$ cat src/rtl/pixel_frame_sequencer.sv
// Frame controller for the pixel sensor: erase, expose, ramp conversion, row latch and beat streaming.
// Optional macro SENSOR_TEST_PATTERN_EN adds a test_pattern input that substitutes a synthetic row.
module pixel_frame_sequencer #(
    parameter int unsigned ROWS         = 4,
    parameter int unsigned COLS         = 4,
    parameter int unsigned PIXEL_BITS   = 8,
    parameter int unsigned BUS_WIDTH    = 2,
    parameter int unsigned ERASE_CYCLES = 2,
    parameter int unsigned EXP_W        = 16
) (
    input  logic                            clk,
    input  logic                            reset,
`ifdef SENSOR_TEST_PATTERN_EN
    input  logic                            test_pattern,
`endif
    input  logic                            start,
    input  logic                            continuous,
    input  logic [EXP_W-1:0]                expose_cycles,
    output logic                            busy,
    output logic                            p_erase,
    output logic                            p_expose,
    output logic                            p_aramp,
    output logic [PIXEL_BITS-1:0]           p_dramp,
    output logic [ROWS-1:0]                 p_row_select,
    input  logic [COLS*PIXEL_BITS-1:0]      row_data,
    output logic                            out_valid,
    input  logic                            out_ready,
    output logic [BUS_WIDTH*PIXEL_BITS-1:0] out_data,
    output logic                            out_last,
    output logic                            out_sof,
    output logic                            frame_done,
    output logic [15:0]                     frame_count
);

    localparam int unsigned ROW_W   = COLS * PIXEL_BITS;
    localparam int unsigned BEAT_W  = BUS_WIDTH * PIXEL_BITS;
    localparam int unsigned BEATS   = COLS / BUS_WIDTH;
    localparam int unsigned BEAT_IW = (BEATS > 1) ? $clog2(BEATS) : 1;
    localparam int unsigned ROW_IW  = (ROWS > 1) ? $clog2(ROWS) : 1;
    localparam int unsigned ERASE_W = $clog2(ERASE_CYCLES + 1);
    localparam int unsigned CNT_W   = ((EXP_W > ERASE_W) ? EXP_W : ERASE_W) + 1;

    typedef enum logic [2:0] {
        S_IDLE,
        S_ERASE,
        S_EXPOSE,
        S_CONVERT,
        S_LATCH,
        S_STREAM
    } state_t;

    state_t              state;
    logic [CNT_W-1:0]    cnt;
    logic [EXP_W-1:0]    exp_q;
    logic [ROW_IW-1:0]   row_idx;
    logic [BEAT_IW-1:0]  beat_idx;
    logic [ROW_W-1:0]    row_buf;

    logic [ROW_W-1:0]    capture_row_c;
    logic [EXP_W-1:0]    exp_latch_c;
    logic [BEAT_IW-1:0]  next_beat_c;
    logic [ROW_IW-1:0]   next_row_c;

    // A zero exposure request still exposes for one cycle.
    assign exp_latch_c = (expose_cycles == '0) ? EXP_W'(1) : expose_cycles;
    assign next_beat_c = beat_idx + BEAT_IW'(1);
    assign next_row_c  = row_idx + ROW_IW'(1);

`ifdef SENSOR_TEST_PATTERN_EN
    // Synthetic row: pixel c of row r is (r + c) modulo the pixel range.
    always_comb begin
        capture_row_c = row_data;
        if (test_pattern) begin
            for (int c = 0; c < COLS; c++) begin
                capture_row_c[c*PIXEL_BITS +: PIXEL_BITS] = PIXEL_BITS'(row_idx) + PIXEL_BITS'(c);
            end
        end
    end
`else
    assign capture_row_c = row_data;
`endif

    // Sequencer; every output is set for the state being entered.
    always_ff @(posedge clk) begin
        if (reset) begin
            state        <= S_IDLE;
            cnt          <= '0;
            exp_q        <= '0;
            row_idx      <= '0;
            beat_idx     <= '0;
            row_buf      <= '0;
            busy         <= 1'b0;
            p_erase      <= 1'b0;
            p_expose     <= 1'b0;
            p_aramp      <= 1'b0;
            p_dramp      <= '0;
            p_row_select <= '0;
            out_valid    <= 1'b0;
            out_data     <= '0;
            out_last     <= 1'b0;
            out_sof      <= 1'b0;
            frame_done   <= 1'b0;
            frame_count  <= '0;
        end else begin
            frame_done <= 1'b0;
            case (state)
                S_IDLE: begin
                    if (start) begin
                        state   <= S_ERASE;
                        exp_q   <= exp_latch_c;
                        cnt     <= '0;
                        row_idx <= '0;
                        busy    <= 1'b1;
                        p_erase <= 1'b1;
                    end
                end
                S_ERASE: begin
                    if (cnt == CNT_W'(ERASE_CYCLES - 1)) begin
                        state    <= S_EXPOSE;
                        cnt      <= '0;
                        p_erase  <= 1'b0;
                        p_expose <= 1'b1;
                    end else begin
                        cnt <= cnt + CNT_W'(1);
                    end
                end
                S_EXPOSE: begin
                    if (cnt + CNT_W'(1) == CNT_W'(exp_q)) begin
                        state    <= S_CONVERT;
                        cnt      <= '0;
                        p_expose <= 1'b0;
                        p_aramp  <= 1'b1;
                        p_dramp  <= '0;
                    end else begin
                        cnt <= cnt + CNT_W'(1);
                    end
                end
                S_CONVERT: begin
                    if (p_dramp == {PIXEL_BITS{1'b1}}) begin
                        state        <= S_LATCH;
                        p_aramp      <= 1'b0;
                        p_dramp      <= '0;
                        p_row_select <= ROWS'(1) << row_idx;
                    end else begin
                        p_dramp <= p_dramp + PIXEL_BITS'(1);
                    end
                end
                S_LATCH: begin
                    state        <= S_STREAM;
                    p_row_select <= '0;
                    row_buf      <= capture_row_c;
                    beat_idx     <= '0;
                    out_valid    <= 1'b1;
                    out_data     <= capture_row_c[BEAT_W-1:0];
                    out_last     <= (BEATS == 1);
                    out_sof      <= (row_idx == '0);
                end
                S_STREAM: begin
                    if (out_ready) begin
                        if (beat_idx == BEAT_IW'(BEATS - 1)) begin
                            out_valid <= 1'b0;
                            out_last  <= 1'b0;
                            out_sof   <= 1'b0;
                            if (row_idx == ROW_IW'(ROWS - 1)) begin
                                frame_done  <= 1'b1;
                                frame_count <= frame_count + 16'd1;
                                row_idx     <= '0;
                                if (continuous) begin
                                    state   <= S_ERASE;
                                    exp_q   <= exp_latch_c;
                                    cnt     <= '0;
                                    p_erase <= 1'b1;
                                end else begin
                                    state <= S_IDLE;
                                    busy  <= 1'b0;
                                end
                            end else begin
                                state        <= S_LATCH;
                                row_idx      <= next_row_c;
                                p_row_select <= ROWS'(1) << next_row_c;
                            end
                        end else begin
                            beat_idx <= next_beat_c;
                            out_data <= row_buf[next_beat_c*BEAT_W +: BEAT_W];
                            out_last <= (next_beat_c == BEAT_IW'(BEATS - 1));
                            out_sof  <= 1'b0;
                        end
                    end
                end
                default: state <= S_IDLE;
            endcase
        end
    end

endmodule

$ cat config.mk
export PLATFORM = sky130hd
export DESIGN_NAME = pixel_frame_sequencer
export DESIGN_NICKNAME = d
export VERILOG_FILES = /design/src/rtl/pixel_frame_sequencer.sv
export SDC_FILE = /design/constraint.sdc
export NUM_CORES = 1
export LEC_CHECK = 0
export BUFFER_PORTS_ARGS = -buffer_cell sky130_fd_sc_hd__buf_2
export CAP_MARGIN = 20
export CORE_UTILIZATION = 58
export DETAILED_ROUTE_END_ITERATION = 10
export MAX_ROUTING_LAYER = met4
export PLACE_DENSITY = 0.83
export SLEW_MARGIN = 15
export SYNTH_ARGS = -nofsm -noshare
export SYNTH_HDL_FRONTEND = slang
export SYNTH_SLANG_ARGS = --single-unit
$ cat constraint.sdc
create_clock -name clk -period 4.4 [get_ports clk]
set_clock_uncertainty 0.1 [all_clocks]
set_input_delay 0.22 -clock clk [delete_from_list [all_inputs] [get_ports clk]]
set_output_delay 0.22 -clock clk [all_outputs]
set_load 0.05 [all_outputs]
## Word level (Yosys, flattened, before mapping)

Index checks and enable logic that the tools add are counted.

- Add/sub/neg operators: 5
- Equality and inequality tests: 20
- Shift-type cells: 3
- Mux-type cells: 70
- Bitwise gates (word level): 3
- Reduce and logical (&&, ||, !) cells: 25

Operator list:

| cell | number |
|---|---|
| $mux 16 | 8 |
| $mux 17 | 7 |
| $pmux 17 s4 | 1 |
| $pmux 16 s2 | 2 |
| $shiftx 32x6->16 | 1 |
| $reduce_and 6->1 | 4 |
| $mux 1 | 23 |
| $ne 2x2->1 const B | 11 |
| $mux 3 | 7 |
| $pmux 3 s6 | 1 |
| $add 17x1->17 const B | 1 |
| $eq 17x1->1 const B | 1 |
| $eq 17x16->1 | 1 |
| $add 16x1->16 const B | 1 |
| $logic_not 16->1 | 1 |
| $mux 4 | 4 |
| $mux 8 | 2 |
| $pmux 8 s2 | 1 |
| $pmux 1 s2 | 7 |
| $pmux 4 s3 | 1 |
| $reduce_and 3->1 | 4 |
| $add 8x1->8 const B | 1 |
| $eq 8x8->1 const B | 1 |
| $mux 2 | 4 |
| other kinds (20) | 31 |

- Register bits: 123
- Input port bits: 53
- Output and inout port bits: 52

## Longest topological paths before layout

- Depth in word-level cells: 7
- Depth in mapped cells: 11
- Mapped depth without buffers: 10

## Worst setup path before layout

Ideal clock, no wire load.

- Path kind: register to register
- Start: register cnt[1]
- End: register cnt[12]
- Setup time: 0.122 ns
- Arrival: 2.570 ns
- Data required time: 4.178 ns
- Setup slack: 1.608 ns
- Stages on the path, launching flop included: 12
- Buffers on the path: 2
- Clock period less this slack: 2.792 ns
- Cells stage by stage: dfxtp_1 ha_1 buf_4 nand4_1 or3_1 xnor2_1 o2111ai_1 nor4_4 o22ai_2 buf_6 a21oi_1 mux2i_1

- Longest elaborated chain between the ends: 4

RTL lines:

| item | line | source |
|---|---|---|
| from (decl) | 53 | `logic [CNT_W-1:0] cnt;` |
| from (signal assigned) | 124 | `cnt <= cnt + CNT_W'(1);` |
| from (signal assigned) | 135 | `cnt <= cnt + CNT_W'(1);` |
| $add 17x1->17 | 124, 128, 135 |  |
| $eq 17x16->1 | 128 | `if (cnt + CNT_W'(1) == CNT_W'(exp_q)) begin` |
| $mux 17 | 128 |  |
| $pmux 17 s4 * | 106 | `case (state)` |

Mark *: on every way between the ends. The rest lies on a longest branch, timed or not.
A chain may end at the register's enable or synchronous reset.

## Final worst setup path

- Start: register cnt[0]
- End: register cnt[10]

The elaborated chain is that of the path after synthesis.

==> out/results.md <==
## Setup path
• 0 — Worst Path Buf+Inv
• 0.91 ns — Register-to-Register Setup Slack
• cnt[0] — Worst R2R Start
• 9 — length in cells of the worst reg-to-reg path
• 9 — number of logic stages on the critical path including buffering
• 15 — Crit Path Max Fanout
• ha_1 > nand4_1 > or3_1 > xnor2_1 > o2111ai_1 > nor4_4 > o22ai_2 > a21oi_1 > mux2i_1 — cells traversed along the worst timing path
• register — category of the worst setup path launch point
• 0.50 ns — largest incremental delay on the critical path
• cnt[0] — first element of the critical path
• 4.56 ns — data required time of the worst path
• cnt[10] — capturing point of the worst reg2reg path
• 3.65 ns — arrival time at the worst endpoint
• cnt[10] — endpoint of the most critical setup path
• reg -> reg — crit path kind
• sky130_fd_sc_hd__dfxtp_1 — master of the slowest instance on the critical path
• register — element type at the critical path end
• simple AND/OR/NAND/NOR gates — cell type group with the largest total delay on the critical path

## Route
• 0 — count of antenna-violating nets left after detailed routing
• 15.6 µm — routed length per placed instance
• 5,047 — number of vias after detailed routing
• 5.89 — number of vias per cell
• 13,400 µm — aggregate routed wire length
• 0 — number of remaining DRC errors
• 5 — TritonRoute pass-1 iters
• 374 — 1st-iter DRT viols

## Logic synthesis
• sky130_fd_sc_hd__dfxtp_1 — Yosys top cell by area
• 5250 µm² — area of the mapped netlist
• 709 — Post-Synthesis Net Count
• 8.08 µm² — Post-Syn Area per Cell
• 650 — number of instances in the synthesized netlist
• 0% — fraction of registers with async set or reset after synthesis
• 40.8% — part of the Yosys area used for sequential elements
• sky130_fd_sc_hd__dfxtp_1 — most used flip-flop cell after synthesis
• sky130_fd_sc_hd__dfxtp_1 (41%), sky130_fd_sc_hd__nor2_1 (6.4%), sky130_fd_sc_hd__nand2_1 (5.7%) — top cells by area, synth
• 107 — count of state elements after synthesis
• 0 — count of synthesis-stage warnings from yosys
• 40.8% — top-area cell type share of the netlist area
• 57 — Distinct cells, synth
• 0 — Post-synth EDFFs

## Pwr
• 254 µV — Worst IR Drop VDD
• 2.43 nW — LEAKAGE
• 368 nW/µm² — P per Cell Area

## Global routing
• 69 — maximum number of pins on one net before global-route repair
• 0 — initial antenna violation count
• 22,400 µm — global-route wire length before repair
• 29.2% — gr usage total
• 4,743 — via count of the first global-routing pass
• 0 — overall overflow remaining after global route

## Timing
• 42.6% — remaining max-slew budget at the tightest pin
• no — setup repair after global routing missed its margin
• 0.286 GHz — maximum clock frequency
• 0 — # setup viols final
• 0 — count of final max-slew check failures
• 0 ns — Setup TNS
• 79.4% — final cycle utilization of the critical path
• 3.49 ns — final critical path time including I/O delays and setup
• 0 — final count of hold timing violations
• 0.858 ns — Slew @ Worst Pin

## Finish
• 2870 µm² — Multi-input gate area
• 713 — Fillers
• 803 — net count reported at finish
• 2140 µm² — register area
• 16.5% — Area growth syn-to-layout
• 18.2% — fraction of layout instances using a drive strength above 1
• 69.8% — end-of-flow core utilization
• 0 — diode count

## Die
• 8760 µm² — core box area
• 97.1 µm — floorplan die height
• 105 — Boundary Pins
• 9440 µm² — Die Area
• 34 — row cnt
• 97.1 µm — width of the die
• 59.9% — effective utilization at floorplan

## CTS
• 9 — CTS Buf Count
• done — CTS tree
• 0 — count of instances resized after the clock tree is built
• 0.38 ns — worst skew pair latency
• 3 — count of H-tree levels built during CTS
• 0 — buffers inserted during post-CTS setup optimization
• sky130_fd_sc_hd__clkbuf_8 — root cell of the clock tree
• 2 — Longest Clk Path Bufs
• 107 — number of clock sinks
• 0.10 ns — clock-pin slew on the worst setup and hold paths

## Job
• 0 — max_cap viols

## Placed design
• 0.941 — final estimated routing congestion in global placement
• 9140 µm — placed wire-length estimate
• 104 — buffers added on ports

## Min path
• in -> reg — Hold Crit Class
• expose_cycles[11] — worst hold start

## Run status
• finished, final reports clean — outcome

-- power breakdown --
part | switching (mW) | leakage, nW | internal (mW)
logic | 0.337 | 1.48 | 0.241
clock network | 0.356 | 0.0890 | 0.213
registers | 0.0770 | 0.866 | 1.03
total | 0.771 | 2.43 | 1.48
-- how the worst min path moves through the flow --
stage                              to  slack, ns  depth (start not counted)
after floorplan           row_buf[16]       0.26                          2
after global placement    row_buf[16]       0.34                          2
after detailed placement  row_buf[22]       0.35                          2
after CTS                   exp_q[11]      0.001                          3
after global routing        exp_q[14]       0.01                          3
final                       exp_q[11]      0.003                          3
-- metal layers --
metal	GRT usage, %	share of wire (%)	routed length, µm
met5	-	0	0
met4	10.1	2.2	293
met3	5.25	7.0	942
met2	47.0	48	6420
met1	37.1	43	5750
-- stage by stage --
step	hold WS (ns)	instances	setup WS, ns	power, mW	area [µm²]
floorplan	0.256	650	1.61	1.55	5250
global placement	0.338	821	1.09	1.66	5740
detailed placement	0.346	821	0.995	1.67	5740
CTS	0.00119	855	0.982	2.24	6100
global route	0.0122	857	0.623	2.36	6120
finish	0.00332	857	0.908	2.25	6120
-- kinds of logic after synthesis --
group | count (synthesis) | synth area share, %
AND/OR/NAND/NOR | 283 | 26.2
AO/OA/AOI/OAI | 135 | 16.0
flip-flops | 107 | 40.8
buffers and inverters | 58 | 4.65
XOR/XNOR | 39 | 6.65
multiplexers | 22 | 4.19
adder cells (fa/ha/maj) | 6 | 1.43
-- cells in the final DEF (no fill, tap or decap), types with 9 or more instances in the layout --
cell	instances
sky130_fd_sc_hd__clkbuf_8	9
sky130_fd_sc_hd__xor2_1	18
sky130_fd_sc_hd__nor4_1	10
sky130_fd_sc_hd__dfxtp_1	107
sky130_fd_sc_hd__o21ai_0	22
sky130_fd_sc_hd__dlygate4sd3_1	18
sky130_fd_sc_hd__nand2_1	80
sky130_fd_sc_hd__nor3_1	12
sky130_fd_sc_hd__xnor2_1	20
sky130_fd_sc_hd__buf_2	104
sky130_fd_sc_hd__a211oi_1	21
sky130_fd_sc_hd__mux2i_1	22
sky130_fd_sc_hd__nor2_1	89
sky130_fd_sc_hd__nand3_1	26
sky130_fd_sc_hd__a21oi_1	55
sky130_fd_sc_hd__nor3b_1	16
sky130_fd_sc_hd__inv_1	14
sky130_fd_sc_hd__or3_1	9
-- cell type report --
| type | count | area share [%] |
|---|---|---|
| flip-flops and latches | 107 | 35.0 |
| repair buffers | 127 | 12.1 |
| clock buffers | 10 | 2.09 |
| clock inverters | 6 | 0.757 |
| multi-input cells | 485 | 46.9 |
| inverters | 14 | 0.859 |
| well taps | 108 | 2.21 |
-- Yosys cell counts, types with 8 or more instances --
master                       n
sky130_fd_sc_hd__a211oi_1   21
sky130_fd_sc_hd__a21oi_1    56
sky130_fd_sc_hd__and3_1      8
sky130_fd_sc_hd__clkbuf_1   33
sky130_fd_sc_hd__dfxtp_1   107
sky130_fd_sc_hd__inv_1      14
sky130_fd_sc_hd__mux2i_1    22
sky130_fd_sc_hd__nand2_1    80
sky130_fd_sc_hd__nand3_1    26
sky130_fd_sc_hd__nor2_1     89
sky130_fd_sc_hd__nor3_1     12
sky130_fd_sc_hd__nor3b_1    16
sky130_fd_sc_hd__nor4_1     10
sky130_fd_sc_hd__o21ai_0    23
sky130_fd_sc_hd__or3_1       9
sky130_fd_sc_hd__xnor2_1    20
sky130_fd_sc_hd__xor2_1     18
-- worst min-delay path, cell delays in order --
cell	delay (ns)
sky130_fd_sc_hd__buf_2	0.09
sky130_fd_sc_hd__mux2i_1	0.06
sky130_fd_sc_hd__nor2_1	0.07
-- flip-flops by register name (all words and copies together), names as in the netlist --
| name | flops |
|---|---|
| p_row_select | 4 |
| p_expose | 1 |
| row_idx | 2 |
| p_aramp | 1 |
| busy | 1 |
| exp_q | 16 |
| row_buf | 16 |
| cnt | 17 |
| out_last | 1 |
| p_erase | 1 |
| p_dramp | 8 |
| beat_idx | 1 |
| out_data | 16 |
| out_valid | 1 |
| out_sof | 1 |
| frame_count | 16 |
| frame_done | 1 |
| state | 3 |
-- timing repair --
action / CTS / global route
endpoints found under the hold margin: 18 / 0
hold buffers: 18 / 0
endpoints found under the setup margin: 0 / 0
Power figures use the tool's default switching activity.
